**config.mk**
```make
export PLATFORM = sky130hd
export DESIGN_NAME = fifo_wr_arb
export DESIGN_NICKNAME = d
export VERILOG_FILES = /design/src/rtl/fifo_pkg.sv /design/src/rtl/rr_select.sv /design/src/rtl/fifo_wr_arb.sv
export SDC_FILE = /design/constraint.sdc
export NUM_CORES = 1
export LEC_CHECK = 0
export CAP_MARGIN = 20
export CORE_MARGIN = 2
export CORE_UTILIZATION = 24
export CTS_BUF_LIST = sky130_fd_sc_hd__clkbuf_2 sky130_fd_sc_hd__clkbuf_4 sky130_fd_sc_hd__clkbuf_8
export DETAILED_ROUTE_END_ITERATION = 8
export PLACE_DENSITY = 0.58
export SLEW_MARGIN = 20
export SYNTH_ARGS = -nofsm -noshare
export SYNTH_HDL_FRONTEND = slang
export SYNTH_SLANG_ARGS = --single-unit
```
**constraint.sdc**
```tcl
create_clock -name clkrstn_clk -period 2.2 [get_ports clkrstn_clk]
set_clock_uncertainty 0.15 [all_clocks]
set_input_delay 0.22 -clock clkrstn_clk [delete_from_list [all_inputs] [get_ports clkrstn_clk]]
set_output_delay 0.22 -clock clkrstn_clk [all_outputs]
set_load 0.03 [all_outputs]
```
**src/rtl/fifo_pkg.sv**
```systemverilog
// Shared FIFO-side definitions: arbiter state encoding, default data width and
// the round-robin pick function used by rr_select and later arbiters.
package fifo_pkg;

   localparam int unsigned DefaultDw = 8;
   localparam int unsigned MaxReq    = 8;
   localparam int unsigned MaxIdxW   = 3;

   typedef enum logic {StIdle, StBurst} arb_state_e;

   typedef struct packed {
      logic               found;
      logic [MaxIdxW-1:0] idx;
   } rr_pick_t;

   // First set bit of req[n-1:0] searching upward from ptr+1, wrapping at n.
   function automatic rr_pick_t rr_pick(input logic [MaxReq-1:0]  req,
                                        input logic [MaxIdxW-1:0] ptr,
                                        input int unsigned        n);
      rr_pick_t    res;
      int unsigned j;
      res = '0;
      for (int unsigned k = 1; k <= MaxReq; k++) begin
         j = (32'(ptr) + k) % n;
         if (k <= n && !res.found && req[j]) begin
            res.found = 1'b1;
            res.idx   = MaxIdxW'(j);
         end
      end
      return res;
   endfunction

endpackage

```
**src/rtl/rr_select.sv**
```systemverilog
// Combinational rotate-priority encoder: lowest set req bit above ptr, wrapping.
module rr_select
   import fifo_pkg::*;
#(
   parameter int unsigned N_REQ = 4
) (
   input  logic [N_REQ-1:0]         req,
   input  logic [$clog2(N_REQ)-1:0] ptr,
   output logic [$clog2(N_REQ)-1:0] index,
   output logic                     found
);

   rr_pick_t pick;

   always_comb begin
      pick  = rr_pick(MaxReq'(req), MaxIdxW'(ptr), N_REQ);
      index = pick.idx[$clog2(N_REQ)-1:0];
      found = pick.found;
   end

endmodule

```
**src/rtl/fifo_wr_arb.sv**
```systemverilog
// Round-robin arbiter sharing one FIFO write port between N_REQ producers,
// granting bursts of at most MAX_BURST words and stalling on fifo_full.
module fifo_wr_arb
   import fifo_pkg::*;
#(
   parameter int unsigned N_REQ     = 4,
   parameter int unsigned DW        = DefaultDw,
   parameter int unsigned MAX_BURST = 4
) (
   input  logic                     clkrstn_clk,
   input  logic                     clkrstn_rst,
   input  logic [N_REQ-1:0]         req,
   input  logic [N_REQ*DW-1:0]      req_data,
   output logic [N_REQ-1:0]         gnt,
   output logic [$clog2(N_REQ)-1:0] owner,
   output logic                     busy,
   input  logic                     fifo_full,
   output logic                     fifo_wr_en,
   output logic [DW-1:0]            fifo_wr_data
);

   localparam int unsigned IW = $clog2(N_REQ);
   localparam int unsigned CW = $clog2(MAX_BURST + 1);

   arb_state_e    state_q, state_d;
   logic [IW-1:0] owner_q, owner_d;
   logic [IW-1:0] rr_ptr_q, rr_ptr_d;
   logic [CW-1:0] burst_cnt_q, burst_cnt_d;
   logic [IW-1:0] sel_idx;
   logic          sel_found;
   logic          xfer;

   rr_select #(
      .N_REQ(N_REQ)
   ) u_rr_select (
      .req  (req),
      .ptr  (rr_ptr_q),
      .index(sel_idx),
      .found(sel_found)
   );

   always_comb begin
      state_d     = state_q;
      owner_d     = owner_q;
      rr_ptr_d    = rr_ptr_q;
      burst_cnt_d = burst_cnt_q;
      xfer        = 1'b0;
      unique case (state_q)
         StIdle: begin
            if (sel_found) begin
               owner_d     = sel_idx;
               burst_cnt_d = '0;
               state_d     = StBurst;
            end
         end
         StBurst: begin
            xfer = req[owner_q] && !fifo_full;
            if (xfer) begin
               burst_cnt_d = burst_cnt_q + CW'(1);
               if (burst_cnt_d == CW'(MAX_BURST)) begin
                  state_d  = StIdle;
                  rr_ptr_d = owner_q;
               end
            end else if (!req[owner_q]) begin
               // Owner released early; a full-only stall keeps the burst.
               state_d  = StIdle;
               rr_ptr_d = owner_q;
            end
         end
         default: state_d = StIdle;
      endcase
   end

   always_ff @(posedge clkrstn_clk or posedge clkrstn_rst) begin
      if (clkrstn_rst) begin
         state_q     <= StIdle;
         owner_q     <= '0;
         rr_ptr_q    <= IW'(N_REQ - 1);
         burst_cnt_q <= '0;
      end else begin
         state_q     <= state_d;
         owner_q     <= owner_d;
         rr_ptr_q    <= rr_ptr_d;
         burst_cnt_q <= burst_cnt_d;
      end
   end

   assign busy         = (state_q == StBurst);
   assign owner        = owner_q;
   assign fifo_wr_en   = xfer;
   assign gnt          = xfer ? (N_REQ'(1) << owner_q) : '0;
   assign fifo_wr_data = xfer ? req_data[owner_q*DW +: DW] : '0;

endmodule

```
==> flow_metrics.tcl, run 1 <==
set metrics [dict create \
    die_h_microns 62.6 \
    synthTopCellsByArea "mux4_2 (22%), dfrtp_1 (18%), nor2b_1 (6.8%)" \
    routedWlPerCell_microns 13.4 \
    diodes 0 \
    status "complete, no violations" \
    cap_violations 0 \
    crit_path_end_kind "primary output" \
    ys_warn_count 0 \
    fin_crit_sh_pct 95.2 \
    design.die.area_sq_mm 0.00392 \
    drt-total-wl_microns 2480 \
    finalSetupTns_ps 0 \
    synth-seq-cells 8 \
    period_needed_ps 2100 \
    crit_chain "mux2i_2 > a2bb2oi_4 > nor2b_1 > buf_4" \
    ys.flop_type "dfrtp_1" \
    fmax_mhz 477 \
    slowest_delay_ps 510 \
    setup_viol 0 \
    hold_class "in -> async" \
    overflow 0 \
    cp_data_arrival_time_ps 1730 \
    fp.dieW_microns 62.6 \
    pin_count 55 \
    via_per_inst 4.60 \
    drc 0 \
    ys_seq_area_share_pct 24.6 \
    gp_congestion 0.754 \
    grt_use_total_pct 13.1 \
    synthArstFlopShare_pct 100 \
    drv_slew 0 \
    start_kind "register" \
    syn_area_sq_um 823 \
    grt_pass1_vias 830 \
    yosysMostFrequentCell "nor2b_1" \
    max-vdd-ir-drop_mv 0.314 \
    initial_core_util_pct 24.9 \
    crit_family "flip-flops" \
    fin_total_pwr_mw 1.52 \
    slew_headroom_pct 76.5 \
    critPathKind "reg -> out" \
    syn_area_per_cell_sq_um 10.4 \
    p_per_area_mw_per_mm2 1060 \
    vias 851 \
    core-area_sq_mm 0.00331 \
    ys_types 35 \
    critPathMaxFanout 10 \
    final_hold_viol_count 0 \
    yosysTopAreaCell "mux4_2" \
    drtIter0Drc 17 \
    io_buffers 54 \
    synth_nets 120 \
    crit_slowest_cell "dfrtp_1" \
    p_leak_nw 0.599 \
    final_layout_size_suffix_gt1_share_pct 31.7 \
    final_nets 182 \
    cts_tree "done" \
    cts_root_buf "clkbuf_4" \
    ant_nets 0 \
    cts_buffer_depth 2 \
    grt_first_pass_wirelength_microns 4050 \
    dpl.hpwl_microns 2120 \
    syn_inst 79 \
    rows 21 \
    final_util_pct 43.3 \
    insertion_delay_ps 240 \
    required_ps 1830 \
    clk_pin_slew_ps 50 \
    htreeDepth 1 \
    synth_commonest_cells "nor2b_1 (9), inv_1 (8), mux4_2 (8), dfrtp_1 (6), nand3_1 (4)" \
    crit_buf_inv 1 \
    rsz0062_at_grt "false" \
    cts_buffers 3 \
    first_pass_iters 4 \
    grt_max_degree 11 \
    worstMarginPinSlew_ps 350 \
    antenna_found_initial 0 \
    netlist.area_leader.share_pct 21.9 \
    synth-edff-count 0 \
    cts_hold_buffers 0 \
    syn2layout_area_growth_pct 74.2 \
    clkSinkCount 8 \
]
-- placed cells by master, fill, tap and decap left out, types with 2 or more instances in the layout --
master           count
o21ai_0              3
nand3_1              4
a21oi_1              3
clkbuf_4             3
nor2_1               3
buf_4               21
nor2b_1              9
nand2_1              3
mux4_2               8
o21ai_1              3
inv_1                8
mux2_4               2
clkdlybuf4s50_1     41
dfrtp_1              5
ha_1                 2
dfstp_2              2
-- cell type report --
| cell class | instances | area, sq um |
|---|---|---|
| Clock buffer | 3 | 22.5 |
| Sequential cell | 8 | 204 |
| Tap cell | 46 | 57.6 |
| Inverter | 8 | 30.0 |
| Multi-Input combinational cell | 58 | 552 |
| Fill cell | 334 | 1880 |
| Timing Repair Buffer | 62 | 568 |
-- repair_timing --
item,CTS,global route
endpoints found under the setup margin,3,5
pin swaps,0,1
resized for setup,1,0
setup buffers,0,2
-- metal layers --
metal	wire length, microns	global-route usage, %
met5	0	0
met4	15	5.83
met1	1090	15.7
met2	1140	21.5
met3	234	4.14
-- through the flow --
stage	hold WS (ps)	std cells	setup WS, ps	area (sq um)
finish	62.6	185	105	1430
global route	88.1	185	1.86	1430
CTS	62.2	183	77.5	1420
detailed placement	328	180	210	1400
global placement	316	180	231	1400
floorplan	-116	79	89.3	823
-- kinds of logic after synthesis --
logic type,after synthesis,synth area share (%)
simple gates,27,19.0
compound gates,17,16.4
buf+inv,13,8.36
mux,12,28.6
flops,8,24.6
fa+ha+maj,2,3.04
-- worst paths after layout --
check,start,to,slack [ps],cells past startpoint
worst min-delay path,clkrstn_rst,owner[1],60,2
worst max-delay path,owner[1],fifo_wr_data[6],100,4
worst min register to register,burst_cnt_q[0],burst_cnt_q[0],330,1
min in group clkrstn_clk,burst_cnt_q[0],burst_cnt_q[0],330,1
max in group asynchronous,clkrstn_rst,rr_ptr_q[0],1560,2
worst max register to register,burst_cnt_q[0],rr_ptr_q[1],390,6
-- registers in the layout, indices dropped and copies added (netlist names) --
signal and cells:
burst_cnt_q 3, owner 2, rr_ptr_q 2, busy 1
-- where the power goes --
part	internal [mW]	total [mW]	switching [mW]
combinational	0.590	1.10	0.507
sequential	0.227	0.315	0.0887
clock	0.0620	0.106	0.0438
total	0.879	1.52	0.639
Power figures use the tool's default switching activity.
==> run 2: changes to the inputs <==
- MAX_ROUTING_LAYER: default -> met4
==> flow_metrics.tcl, run 2 (synthesis gave the netlist of run 1 again) <==
set metrics [dict create \
    setup_viol 0 \
    largest_reg_flops 3 \
    max-vdd-ir-drop_mv 0.314 \
    combPwrFrac_pct 72.2 \
    cts_tree "done" \
    critPathMaxFanout 10 \
    crit_path_end_kind "primary output" \
    fin_crit_sh_pct 95.2 \
    fmax_mhz 477 \
    grt_pass1_vias 830 \
    core-area_sq_mm 0.00331 \
    cap_violations 0 \
    crit_slowest_cell "dfrtp_1" \
    reg2reg_from "burst_cnt_q[0]" \
    design.die.area_sq_mm 0.00392 \
    n_fill_cell 334 \
    final_layout_size_suffix_gt1_share_pct 31.7 \
    critPathKind "reg -> out" \
    insertion_delay_ps 240 \
    grt_first_pass_wirelength_microns 4060 \
    final_hold_viol_count 0 \
    grt_use_total_pct 13.5 \
    r2r_end "rr_ptr_q[1]" \
    rsz0062_at_grt "false" \
    slowest_delay_ps 510 \
    p_leak_nw 0.599 \
    crit_chain "mux2i_2 > a2bb2oi_4 > nor2b_1 > buf_4" \
    hold_class "in -> async" \
    most-common-layout-cells "clkdlybuf4s50_1 (41), buf_4 (21), nor2b_1 (9)" \
    worstMarginPinSlew_ps 350 \
    drtIter0Drc 17 \
    fp.dieW_microns 62.6 \
    routedWlPerCell_microns 13.4 \
    p_per_area_mw_per_mm2 1060 \
    ant_nets 0 \
    gp_congestion 0.764 \
    hold_ws_ps 62.6 \
    diodes 0 \
    status "complete, no violations" \
    dpl.hpwl_microns 2120 \
    required_ps 1830 \
    cts_buffer_depth 2 \
    htreeDepth 1 \
    antenna_found_initial 0 \
    slew_headroom_pct 76.5 \
    clkPwrFrac_pct 7.0 \
    pin_count 55 \
    vias 851 \
    final_common_cell "clkdlybuf4s50_1" \
    overflow 0 \
    via_per_inst 4.60 \
    first_pass_iters 4 \
    final_util_pct 43.3 \
    p_seq_share_pct 20.8 \
    start_kind "register" \
    syn2layout_area_growth_pct 74.2 \
    cp_data_arrival_time_ps 1730 \
    crit_buf_inv 1 \
    drc 0 \
    grt_max_degree 11 \
    p_int_mw 0.879 \
    final_nets 182 \
    period_needed_ps 2100 \
    clkSinkCount 8 \
    io_buffers 54 \
    r2r_cells 6 \
    rows 21 \
    finalSetupTns_ps 0 \
    cts_buffers 3 \
    clk_pin_slew_ps 50 \
    die_h_microns 62.6 \
    initial_core_util_pct 24.9 \
    crit_family "flip-flops" \
    reg2reg_slack_ps 390 \
    regMostFlops "burst_cnt_q" \
    drt-total-wl_microns 2480 \
    switchingPower_mw 0.639 \
    cts_root_buf "clkbuf_4" \
    drv_slew 0 \
    power.share.switching_pct 42.1 \
]
-- run 2: cell counts in the layout (fill, tap and decap cells not counted) --
Identical to the previous run, type by type.
-- run 2: layout make-up --
class	count	area (sq um)	share of cell area (%)
Clock buffer	3	22.5	1.57
Timing Repair Buffer	62	568	39.6
Inverter	8	30.0	2.09
Tap cell	46	57.6	4.01
Multi-Input combinational cell	58	552	38.5
Sequential cell	8	204	14.2
-- run 2: worst max-delay path by stage --
stage	startpoint	endpoint	slack (ps)	cells past startpoint
floorplan	owner[0]	fifo_wr_data[4]	90	4
global placement	req[3]	fifo_wr_en	230	5
detailed placement	req[3]	fifo_wr_data[4]	210	5
CTS	owner[0]	fifo_wr_data[6]	80	4
global route	owner[1]	fifo_wr_data[6]	2	4
finish	owner[1]	fifo_wr_data[6]	100	4
-- run 2: worst register-to-register path, cell delays in order (launching register included) --
cell and delay [ps]:
dfrtp_1 390, ha_1 200, ha_1 180, nor2b_1 140
o31ai_2 270, a31oi_2 90, mux2_4 310
-- run 2: per-stage QoR --
| stage | power (mW) | area (sq um) | std cells | setup slack (ps) |
|---|---|---|---|---|
| 2_1_floorplan | 1.06 | 823 | 79 | 89.3 |
| 3_3_place_gp | 1.38 | 1400 | 180 | 231 |
| 3_5_place_dp | 1.40 | 1400 | 180 | 210 |
| 4_1_cts | 1.52 | 1420 | 183 | 77.5 |
| 5_1_grt | 1.64 | 1430 | 185 | 1.86 |
| 6_report | 1.52 | 1430 | 185 | 105 |
-- run 2: metal layers --
layer	GRT usage, %	part of all wire (%)	vias up
li1	-	-	416
met1	15.7	44	395
met2	21.5	46	38
met3	4.14	9.4	2
met4	5.83	0.61	0
met5	-	0	-
-- run 2: repair_timing --
| action | CTS | global route |
|---|---|---|
| endpoints found under the setup margin | 3 | 5 |
| pin swaps | 0 | 1 |
| resized for setup | 1 | 0 |
| hold buffers | 0 | 0 |
| buffers inserted | 0 | 2 |
| hold endpoints to repair | 0 | 0 |
-- run 2: power groups by stage --
stage	clock network, mW	registers, mW	logic [mW]
after floorplan	0	0.339	0.716
after global placement	0	0.322	1.06
after detailed placement	0	0.323	1.07
after CTS	0.116	0.323	1.08
after global routing	0.127	0.330	1.19
final	0.106	0.315	1.10
